**config.mk**
```make
export PLATFORM = sky130hd
export DESIGN_NAME = mem_stage
export DESIGN_NICKNAME = d
export VERILOG_FILES = /design/src/rtl/mem_stage_pkg.sv /design/src/rtl/mem_stage_align.sv /design/src/rtl/mem_stage.sv
export SDC_FILE = /design/constraint.sdc
export NUM_CORES = 1
export LEC_CHECK = 0
export BUFFER_PORTS_ARGS = -buffer_cell sky130_fd_sc_hd__buf_2
export CAP_MARGIN = 30
export CORE_ASPECT_RATIO = 1.4
export CORE_UTILIZATION = 38
export CTS_CLUSTER_DIAMETER = 60
export DETAILED_ROUTE_END_ITERATION = 10
export MAX_ROUTING_LAYER = met4
export PLACE_DENSITY = 0.66
export REMOVE_ABC_BUFFERS = 1
export SYNTH_ARGS = -nofsm -noshare
export SYNTH_HDL_FRONTEND = slang
export SYNTH_HIERARCHICAL = 1
export SYNTH_SLANG_ARGS = --single-unit
export TNS_END_PERCENT = 20
```
**constraint.sdc**
```tcl
create_clock -name clk -period 1.9 [get_ports clk]
set_clock_uncertainty 0.1 [all_clocks]
set_input_delay 0.095 -clock clk [delete_from_list [all_inputs] [get_ports clk]]
set_output_delay 0.095 -clock clk [all_outputs]
set_load 0.01 [all_outputs]
```
**src/rtl/mem_stage_pkg.sv**
```systemverilog
`default_nettype none
// ============================================================================
// Module  : mem_stage_pkg
// Purpose : Shared definitions for the memory-access stage: global state
//           encodings, inter-stage bus widths and field layout, access-size
//           codes, the stage FSM encoding and a misalignment helper.
// Ports   : none (package)
// Options : MEM_ALIGN_CHECK_EN (consumed by mem_stage, helper lives here)
// Revision: 1.0 - initial release
// ============================================================================
package mem_stage_pkg;

  // Global multicycle state encodings
  localparam logic [3:0] STATE_IF  = 4'd0;
  localparam logic [3:0] STATE_ID  = 4'd1;
  localparam logic [3:0] STATE_EX  = 4'd2;
  localparam logic [3:0] STATE_MEM = 4'd3;
  localparam logic [3:0] STATE_WB  = 4'd4;

  localparam int ES_TO_MS_BUS_WD = 107;
  localparam int MS_TO_WS_BUS_WD = 70;

  // Field offsets (LSB) in the execute-to-memory bus
  localparam int ES_MEM_WE_BIT   = 106;
  localparam int ES_MEM_RE_BIT   = 105;
  localparam int ES_SIZE_LSB     = 103;
  localparam int ES_UNSIGNED_BIT = 102;
  localparam int ES_GR_WE_BIT    = 101;
  localparam int ES_DEST_LSB     = 96;
  localparam int ES_ADDR_LSB     = 64;
  localparam int ES_ST_DATA_LSB  = 32;
  localparam int ES_PC_LSB       = 0;

  localparam logic [1:0] MEM_SIZE_BYTE = 2'd0;
  localparam logic [1:0] MEM_SIZE_HALF = 2'd1;
  localparam logic [1:0] MEM_SIZE_WORD = 2'd2;

  typedef enum logic [1:0] {
    MS_IDLE = 2'd0,
    MS_REQ  = 2'd1,
    MS_WAIT = 2'd2,
    MS_DONE = 2'd3
  } ms_fsm_e;

  // Packed view of the execute-to-memory bus, MSB first
  typedef struct packed {
    logic        mem_we;
    logic        mem_re;
    logic [1:0]  size;
    logic        is_unsigned;
    logic        gr_we;
    logic [4:0]  dest;
    logic [31:0] addr;
    logic [31:0] st_data;
    logic [31:0] pc;
  } es_bus_t;

  function automatic logic is_misaligned(input logic [1:0] size, input logic [1:0] addr_lo);
    return ((size == MEM_SIZE_HALF) && addr_lo[0]) ||
           ((size == MEM_SIZE_WORD) && (addr_lo != 2'b00));
  endfunction

endpackage
`default_nettype wire

```
**src/rtl/mem_stage_align.sv**
```systemverilog
`default_nettype none
// ============================================================================
// Module  : mem_stage_align
// Purpose : Combinational lane logic: store byte strobes, replicated store
//           data and the aligned, sign/zero-extended load result.
// Ports   : size_i, unsigned_i, addr_lo_i, st_data_i, rdata_i (in)
//           wstrb_o, wdata_o, ld_result_o (out)
// Revision: 1.0 - initial release
// ============================================================================
module mem_stage_align
  import mem_stage_pkg::*;
(
  input  logic [1:0]  size_i,
  input  logic        unsigned_i,
  input  logic [1:0]  addr_lo_i,
  input  logic [31:0] st_data_i,
  input  logic [31:0] rdata_i,
  output logic [3:0]  wstrb_o,
  output logic [31:0] wdata_o,
  output logic [31:0] ld_result_o
);

  logic [7:0]  byte_lane;
  logic [15:0] half_lane;

  assign byte_lane = rdata_i[{addr_lo_i, 3'b000} +: 8];
  assign half_lane = addr_lo_i[1] ? rdata_i[31:16] : rdata_i[15:0];

  always_comb begin
    wstrb_o     = 4'b1111;
    wdata_o     = st_data_i;
    ld_result_o = rdata_i;
    case (size_i)
      MEM_SIZE_BYTE: begin
        wstrb_o     = 4'b0001 << addr_lo_i;
        wdata_o     = {4{st_data_i[7:0]}};
        ld_result_o = {{24{~unsigned_i & byte_lane[7]}}, byte_lane};
      end
      MEM_SIZE_HALF: begin
        wstrb_o     = 4'b0011 << {addr_lo_i[1], 1'b0};
        wdata_o     = {2{st_data_i[15:0]}};
        ld_result_o = {{16{~unsigned_i & half_lane[15]}}, half_lane};
      end
      default: ;  // word (size code 3 is treated as word)
    endcase
  end

endmodule
`default_nettype wire

```
**src/rtl/mem_stage.sv**
```systemverilog
`default_nettype none
// ============================================================================
// Module  : mem_stage
// Purpose : Memory-access stage of the multicycle core. Captures a load or
//           store from execute, runs one data-SRAM request/response, aligns
//           load data and hands a result bus to write-back.
// Ports   : clk, resetn (async, active low), state, next_state
//           es_to_ms_valid/bus (from EX), ms_to_ws_valid/bus (to WB)
//           data_sram_* request/response interface
//           ms_ale (only with MEM_ALIGN_CHECK_EN)
// Options : MEM_ALIGN_CHECK_EN - misaligned half/word accesses skip the SRAM
//           and raise ms_ale in the result cycle.
// Revision: 1.0 - initial release
// ============================================================================
module mem_stage
  import mem_stage_pkg::*;
(
  input  logic                       clk,
  input  logic                       resetn,
  input  logic [3:0]                 state,
  output logic [3:0]                 next_state,
  input  logic                       es_to_ms_valid,
  input  logic [ES_TO_MS_BUS_WD-1:0] es_to_ms_bus,
  output logic                       ms_to_ws_valid,
  output logic [MS_TO_WS_BUS_WD-1:0] ms_to_ws_bus,
  output logic                       data_sram_req,
  output logic                       data_sram_wr,
  output logic [1:0]                 data_sram_size,
  output logic [3:0]                 data_sram_wstrb,
  output logic [31:0]                data_sram_addr,
  output logic [31:0]                data_sram_wdata,
  input  logic                       data_sram_addr_ok,
  input  logic                       data_sram_data_ok,
  input  logic [31:0]                data_sram_rdata
`ifdef MEM_ALIGN_CHECK_EN
  ,
  output logic                       ms_ale
`endif
);

  ms_fsm_e     fsm_q, fsm_d;
  es_bus_t     bus_q, bus_d;
  logic [31:0] rdata_q, rdata_d;
  es_bus_t     es_in;
  logic        in_ale;   // incoming access is misaligned
  logic        ale_q;    // held access is misaligned
  logic        in_req;
  logic        st_q;
  logic [3:0]  wstrb;
  logic [31:0] wdata;
  logic [31:0] ld_result;
  logic [31:0] final_result;

  // Global state is sequenced externally; this stage only reports requests
  logic unused_state;
  assign unused_state = ^state;

  assign es_in = es_bus_t'(es_to_ms_bus);

`ifdef MEM_ALIGN_CHECK_EN
  assign in_ale = is_misaligned(es_in.size, es_in.addr[1:0]);
  assign ale_q  = (bus_q.mem_we | bus_q.mem_re) && is_misaligned(bus_q.size, bus_q.addr[1:0]);
  assign ms_ale = (fsm_q == MS_DONE) && ale_q;
`else
  assign in_ale = 1'b0;
  assign ale_q  = 1'b0;
`endif

  always_ff @(posedge clk or negedge resetn) begin
    if (!resetn) begin
      fsm_q   <= MS_IDLE;
      bus_q   <= '0;
      rdata_q <= '0;
    end else begin
      fsm_q   <= fsm_d;
      bus_q   <= bus_d;
      rdata_q <= rdata_d;
    end
  end

  always_comb begin
    fsm_d   = fsm_q;
    bus_d   = bus_q;
    rdata_d = rdata_q;
    case (fsm_q)
      MS_IDLE: begin
        // Non-memory ops are latched too but never leave IDLE
        if (es_to_ms_valid) begin
          bus_d = es_in;
          if (es_in.mem_we | es_in.mem_re) begin
            fsm_d = in_ale ? MS_DONE : MS_REQ;
          end
        end
      end
      MS_REQ: begin
        // data_ok here would violate the slave protocol and is ignored
        if (data_sram_addr_ok) begin
          fsm_d = MS_WAIT;
        end
      end
      MS_WAIT: begin
        if (data_sram_data_ok) begin
          rdata_d = data_sram_rdata;
          fsm_d   = MS_DONE;
        end
      end
      MS_DONE: fsm_d = MS_IDLE;
      default: fsm_d = MS_IDLE;
    endcase
  end

  mem_stage_align u_align (
    .size_i      (bus_q.size),
    .unsigned_i  (bus_q.is_unsigned),
    .addr_lo_i   (bus_q.addr[1:0]),
    .st_data_i   (bus_q.st_data),
    .rdata_i     (rdata_q),
    .wstrb_o     (wstrb),
    .wdata_o     (wdata),
    .ld_result_o (ld_result)
  );

  // Request fields come straight from the held bus, so they stay stable
  // for every cycle spent in REQ; they read as zero outside REQ.
  assign in_req          = (fsm_q == MS_REQ);
  assign st_q            = in_req & bus_q.mem_we;
  assign data_sram_req   = in_req;
  assign data_sram_wr    = st_q;
  assign data_sram_size  = in_req ? bus_q.size : 2'b00;
  assign data_sram_addr  = in_req ? bus_q.addr : 32'd0;
  assign data_sram_wstrb = st_q ? wstrb : 4'b0000;
  assign data_sram_wdata = st_q ? wdata : 32'd0;

  assign final_result   = (bus_q.mem_re && !ale_q) ? ld_result : bus_q.addr;
  assign ms_to_ws_valid = (fsm_q == MS_DONE);
  assign ms_to_ws_bus   = {bus_q.gr_we & ~ale_q, bus_q.dest, final_result, bus_q.pc};
  assign next_state     = (fsm_q == MS_DONE) ? STATE_WB : STATE_MEM;

endmodule
`default_nettype wire

```
==> results of run 1 <==
==> report_power, final <==
part / switching [W] / leakage (nW) / total (W) / internal (W)
sequential: 0.00128 / 1.66 / 0.00586 / 0.00458
combinational: 0.00556 / 4.11 / 0.0131 / 0.00752
clock: 0.00145 / 0.269 / 0.00341 / 0.00196
==> path summary, 6_finish.rpt <==
path                                                endpoint  slack (ns)  depth (start not counted)
worst max register to register         bus_q[91]$_DFFE_PN0P_        0.14                          5
max in group asynchronous       ms_to_ws_bus[29]$_DFFE_PN0P_        0.93                          3
worst max-delay path                        ms_to_ws_bus[52]       -0.51                          8
worst min-delay path                    fsm_q[0]$_DFFE_PN0P_        0.03                          4
min in group asynchronous              bus_q[95]$_DFFE_PN0P_        0.12                          2
worst min register to register  ms_to_ws_bus[28]$_DFFE_PN0P_        0.40                          1
==> synth_stat cells, types with 3 or more instances <==
cell type | instances | share of area (%)
mux2_2 | 153 | 22
dfrtp_1 | 141 | 45
buf_4 | 50 | 4.8
mux2_4 | 38 | 7.2
and2_1 | 36 | 2.9
and3_1 | 36 | 2.9
buf_2 | 20 | 1.3
nor2b_1 | 20 | 1.6
clkbuf_1 | 18 | 0.86
nand2_1 | 17 | 0.81
mux2i_1 | 16 | 2.0
o22ai_1 | 16 | 1.3
o21ai_0 | 10 | 0.63
buf_6 | 9 | 1.3
nor2_1 | 9 | 0.43
a22oi_1 | 8 | 0.76
o221ai_1 | 8 | 0.89
a221o_1 | 7 | 0.89
inv_1 | 7 | 0.33
ha_1 | 4 | 0.63
o21bai_1 | 3 | 0.29
==> cells by family (layout without fill, tap and decap cells) <==
| group | after synthesis | count (layout) | synth area share (%) |
|---|---|---|---|
| mux | 207 | 207 | 31.1 |
| flops | 141 | 141 | 44.7 |
| other cells | 1 | 1 | 0.0475 |
| compound gates | 58 | 58 | 5.83 |
| buf+inv | 106 | 515 | 8.60 |
| simple gates | 124 | 124 | 9.13 |
| fa+ha+maj | 4 | 4 | 0.634 |
==> cell type report <==
cell class,count,area [um2]
clock buffers,18,429
clock inverters,14,160
fillers,1607,8320
inverters,7,26.3
multi-input cells,394,3990
flip-flops and latches,141,3540
well taps,256,320
repair buffers,476,3690
==> cells in the final DEF (no fill, tap or decap), types with 3 or more instances in the layout <==
master / count
and2_1: 36
dfrtp_2: 6
mux2_2: 114
inv_6: 5
nor2_2: 7
and3_4: 4
clkbuf_16: 18
inv_1: 6
buf_12: 18
a221o_1: 7
o221ai_2: 6
dfrtp_1: 135
clkinvlp_4: 6
o21ai_1: 9
buf_4: 22
nor2b_1: 18
buf_2: 256
nand2_1: 17
a22oi_1: 8
o22ai_1: 12
and3_1: 32
mux2i_1: 16
o21bai_1: 3
o22ai_2: 4
dlygate4sd3_1: 140
buf_6: 37
mux2_4: 77
==> sequential cells by signal, indices dropped and copies added, names as in the netlist <==
signal	flops
bus_q	69
fsm_q	2
ms_to_ws_bus	38
rdata_q	32
==> stage by stage <==
step	hold slack [ns]	instances	utilization [%]	setup WS, ns	cell area [um2]
detailed placement	0.00980	1129	46.4	-0.0581	9500
global placement	0.0143	1129	46.4	-0.0656	9500
global route	0.0220	1306	59.4	-0.582	12200
CTS	0.0157	1303	58.3	-0.504	11900
finish	0.0250	1306	59.4	-0.508	12200
floorplan	-0.301	542	-	-0.929	7240
==> routing by layer <==
layer / vias to the layer above / global-route usage [%] / share of wire (%)
met1: 3240 / 26.6 / 39
met2: 233 / 40.7 / 54
li1: 3023 / - / -
met3: 50 / 4.02 / 4.9
met4: 0 / 7.58 / 2.2
met5: - / - / 0
==> timing repair <==
| item | CTS | global route |
|---|---|---|
| resized for setup | 87 | 52 |
| hold buffers | 140 | 0 |
| pin swaps | 3 | 4 |
| setup buffers | 1 | 2 |
| setup endpoints to repair | 103 | 173 |
| hold endpoints to repair | 242 | 0 |
| gates cloned | 1 | 1 |
==> worst register-to-register path: stages (launching register included) <==
cell and delay (ns):
dfrtp_2 0.41, inv_1 0.08, ha_2 0.24, nand2_8 0.19, buf_12 0.25, mux2_2 0.37
==> run_results.csv, run 1 <==
group,metric,value,unit
run_status,status,"complete, but fails checks",
run_status,violations,"setup timing",
floorplanning,io_pins,295,
timing,rsz0062_at_grt,"yes",
critical_path,critPathRequiredTime,1.70,ns
global_routing,grt_use_total,23.4,%
worst_hold_path,hp-class,"in2reg",
finish,n_antenna_cell,0,
critical_path,path_cells,"mux2_4, a22oi_4, buf_12, buf_12, buf_8, o22ai_2, mux2_4, buf_6",
power,p_per_area,1840,mW/mm2
worst_hold_path,min_from,"data_sram_data_ok",
yosys,synth_area,0.00790,mm2
floorplanning,start_util,38.6,%
global_routing,grt_pass1_vias,7157,
critical_path,r2r_start,"fsm_q[0]$_DFFE_PN0P_",
placement,gp_congestion,0.779,
critical_path,crit_path_start,"bus_q[64]$_DFFE_PN0P_",
power,irDropWorstVdd,738,uV
power,p_leak,6.03,nW
timing,setup_viol,56,
timing,drv_slew,0,
floorplanning,rows,62,
clock_tree,clock-root-buffer,"clkbuf_16",
placement,io_buffers,289,
critical_path,critPathCaptureType,"primary output",
route,routed_via_density,5.01,
critical_path,crit_path_max_incr_delay,0.44,ns
yosys,synth_ff_type,"dfrtp_1",
yosys,ys_seq_area_share,44.7,%
route,routedWlPerCell,18.7,um
critical_path,cp_max_fo,6,
route,wirelength,24.4,mm
clock_tree,cts_sinks,141,
timing,fmax,415,MHz
critical_path,arrival,2.21,ns
clock_tree,cts-buffers-inserted,17,
finish,area_delta_synth_final,54.0,%
timing,tns,-17.17,ns
clock_tree,cts_tree,"built",
global_routing,antenna_found_initial,0,
route,antenna_left,0,
timing,finalCriticalPeriod,2.41,ns
critical_path,critPathLaunchType,"flip-flop",
clock_tree,h-tree-depth,4,
global_routing,grt_max_degree,56,
timing,timing.final.crit_share,127,%
yosys,ys_ff_latch,141,
yosys,postSynthCellCount,641,
global_routing,grt_overflow,0,
yosys,yosysWarnings,6,
yosys,syn_avg_cell_area,12.3,um2
critical_path,cp_num_buf_inv,4,
timing,relSlewSlack,61.7,%
floorplanning,dieWidth,124,um
power,power.total,0.0224,W
floorplanning,core,0.0205,mm2
placement,dp_hpwl,15.5,mm
floorplanning,die_area,0.0214,mm2
timing,setup_slack,-0.508,ns
critical_path,crit_family,"multiplexers",
floorplanning,die_y,173,um
global_routing,grt_pass1_wl,37.3,mm
critical_path,crit_path_top_delay_cell,"dfrtp_2",
route,firstDrtPassIters,6,
route,drc,0,
yosys,async_reset_ff_share,100,%
critical_path,critPathKind,"reg2out",
timing,worstMarginPinSlew,0.574,ns
clock_tree,clk_latency,0.41,ns
flow_run,max_cap_viol_count,0,
finish,drive_above_1_share,57.0,%
route,vias,6546,
clock_tree,clock_path_buffers,2,
finish,fin_nets,1189,
timing,hold_viol_final,0,
yosys,synthDistinctLibCells,36,
yosys,synth_edf_count,0,
clock_tree,cts.clk_slew.worst_paths,0.06,ns
route,initialDrtViolationCount,243,
Note: power is estimated with default switching activity, not from simulation.
==> run 2, diff against run 1 <==
- CTS_BUF_LIST: not set -> sky130_fd_sc_hd__clkbuf_8
==> run 2 against run 1 <==
The flow still finishes with violations (setup timing); non-clock buffer count up 3; final cell count up 0.23%; critical path depth unchanged; routed wire length up 0.80%; hold slack better by 0.045 ns; critical path type unchanged; power down 3.5%; critical endpoint unchanged; sequential share of layout area up 0.28 points; clock power down 26%; register-to-register slack worse by 0.02 ns.
==> run_results.csv, run 2 (synthesized netlist as in run 1, its figures left out) <==
group,metric,value,unit
critical_path,critPathRequiredTime,1.70,ns
route,antenna_left,0,
clock_tree,clock_path_buffers,2,
clock_tree,h-tree-depth,4,
finish,regMostFlops,"bus_q",
critical_path,critPathLaunchType,"flip-flop",
timing,hold_viol_final,0,
floorplanning,core,0.0205,mm2
timing,drv_slew,0,
worst_hold_path,hp-class,"in2reg",
placement,gp_congestion,0.779,
flow_run,max_cap_viol_count,0,
floorplanning,die_y,173,um
timing,fmax,408,MHz
clock_tree,cts-buffers-inserted,17,
power,p_per_area,1790,mW/mm2
finish,fin_nets,1192,
clock_tree,cts_tree,"built",
timing,timing.final.crit_share,129,%
finish,postLayoutCellArea,0.0120,mm2
floorplanning,die_area,0.0214,mm2
critical_path,critPathCaptureType,"primary output",
finish,final_cell_mix,"buf_2 (251), dlygate4sd3_1 (142), dfrtp_1 (135)",
timing,finalCriticalPeriod,2.45,ns
placement,placed_area,0.00950,mm2
clock_tree,clk_latency,0.45,ns
global_routing,grt_overflow,0,
clock_tree,clock-root-buffer,"clkbuf_8",
finish,drive_above_1_share,57.5,%
critical_path,critPathKind,"reg2out",
timing,rsz0062_at_grt,"yes",
floorplanning,rows,62,
timing,worstMarginPinSlew,0.569,ns
timing,relSlewSlack,62.1,%
run_status,violations,"setup timing",
floorplanning,start_util,38.6,%
placement,io_buffers,289,
global_routing,antenna_found_initial,0,
route,vias,6564,
clock_tree,cts.clk_slew.worst_paths,0.09,ns
route,firstDrtPassIters,4,
global_routing,grt_max_degree,56,
timing,setup_slack,-0.550,ns
timing,setup_viol,56,
power,irDropWorstVdd,725,uV
route,routed_via_density,5.01,
placement,dp_hpwl,15.5,mm
route,drc,0,
finish,area_delta_synth_final,52.5,%
placement,dpl_worst_slack,-0.0581,ns
global_routing,grt_pass1_vias,7112,
timing,tns,-18.61,ns
clock_tree,cts_sinks,141,
critical_path,crit_path_max_incr_delay,0.45,ns
finish,n_antenna_cell,0,
critical_path,path_cells,"mux2_4, a22oi_4, buf_12, buf_12, buf_8, o22ai_2, mux2_4, buf_6",
critical_path,arrival,2.26,ns
critical_path,crit_path_top_delay_cell,"dfrtp_2",
finish,largest_register_ffs,69,
power,p_leak,5.97,nW
global_routing,grt_use_total,23.6,%
global_routing,grt_pass1_wl,37.5,mm
finish,final_common_cell,"buf_2",
floorplanning,io_pins,295,
route,routedWlPerCell,18.8,um
floorplanning,dieWidth,124,um
route,initialDrtViolationCount,262,
route,wirelength,24.6,mm
run_status,status,"complete, but fails checks",
critical_path,cp_max_fo,6,
run 2: what timing repair did:
| action | in CTS | in global routing |
|---|---|---|
| pin swaps | 5 | 7 |
| hold endpoints to repair | 282 | 0 |
| setup buffers | 1 | 3 |
| hold buffers | 142 | 0 |
| setup endpoints to repair | 103 | 181 |
| resized for setup | 98 | 52 |
| cloned | 1 | 1 |
run 2: final timing paths:
kind | start | endpoint | slack (ns) | cells past startpoint
max | bus_q[64]$_DFFE_PN0P_ | ms_to_ws_bus[52] | -0.55 | 8
min | es_to_ms_valid | fsm_q[0]$_DFFE_PN0P_ | 0.07 | 4
max reg2reg | fsm_q[0]$_DFFE_PN0P_ | bus_q[91]$_DFFE_PN0P_ | 0.12 | 5
min reg2reg | ms_to_ws_bus[31]$_DFFE_PN0P_ | ms_to_ws_bus[31]$_DFFE_PN0P_ | 0.41 | 1
max in group asynchronous | resetn | ms_to_ws_bus[29]$_DFFE_PN0P_ | 0.97 | 3
min in group asynchronous | resetn | bus_q[95]$_DFFE_PN0P_ | 0.08 | 2
run 2: per-layer routing:
| layer | vias to the layer above | global-route usage, % | share of wire [%] |
|---|---|---|---|
| li1 | 3023 | - | - |
| met1 | 3275 | 26.5 | 39 |
| met2 | 229 | 41.5 | 54 |
| met3 | 37 | 4.52 | 4.7 |
| met4 | 0 | 6.78 | 1.9 |
| met5 | - | - | 0 |
run 2: area by class of cell:
cell class,count,area [um2]
fillers,1634,8440
multi-input cells,394,4010
repair buffers,479,3750
flip-flops and latches,141,3540
well taps,256,320
clock buffers,17,234
clock inverters,15,164
inverters,7,26.3
run 2: metrics by stage:
| step | util [%] | total power (W) | hold WS (ns) | std cells |
|---|---|---|---|---|
| global route | 58.8 | 0.0228 | 0.0783 | 1309 |
| global placement | 46.4 | 0.0161 | 0.0143 | 1129 |
| floorplan | - | 0.0121 | -0.301 | 542 |
| CTS | 57.5 | 0.0208 | 0.0438 | 1305 |
| finish | 58.8 | 0.0216 | 0.0705 | 1309 |
| detailed placement | 46.4 | 0.0163 | 0.00980 | 1129 |
run 2: critical path: cells and delay by family, from the launching register on:
family                 cells  cell delay (ns)
AO/OA/AOI/OAI              2             0.26
multiplexers               2             0.60
flip-flops                 1             0.45
buffers and inverters      4             0.49
run 2: power by group:
| part | internal, W | leakage, nW | switching, W |
|---|---|---|---|
| Combinational | 0.00759 | 4.12 | 0.00560 |
| Clock | 0.00119 | 0.185 | 0.00135 |
| Sequential | 0.00457 | 1.66 | 0.00127 |
| Total | 0.0134 | 5.97 | 0.00823 |
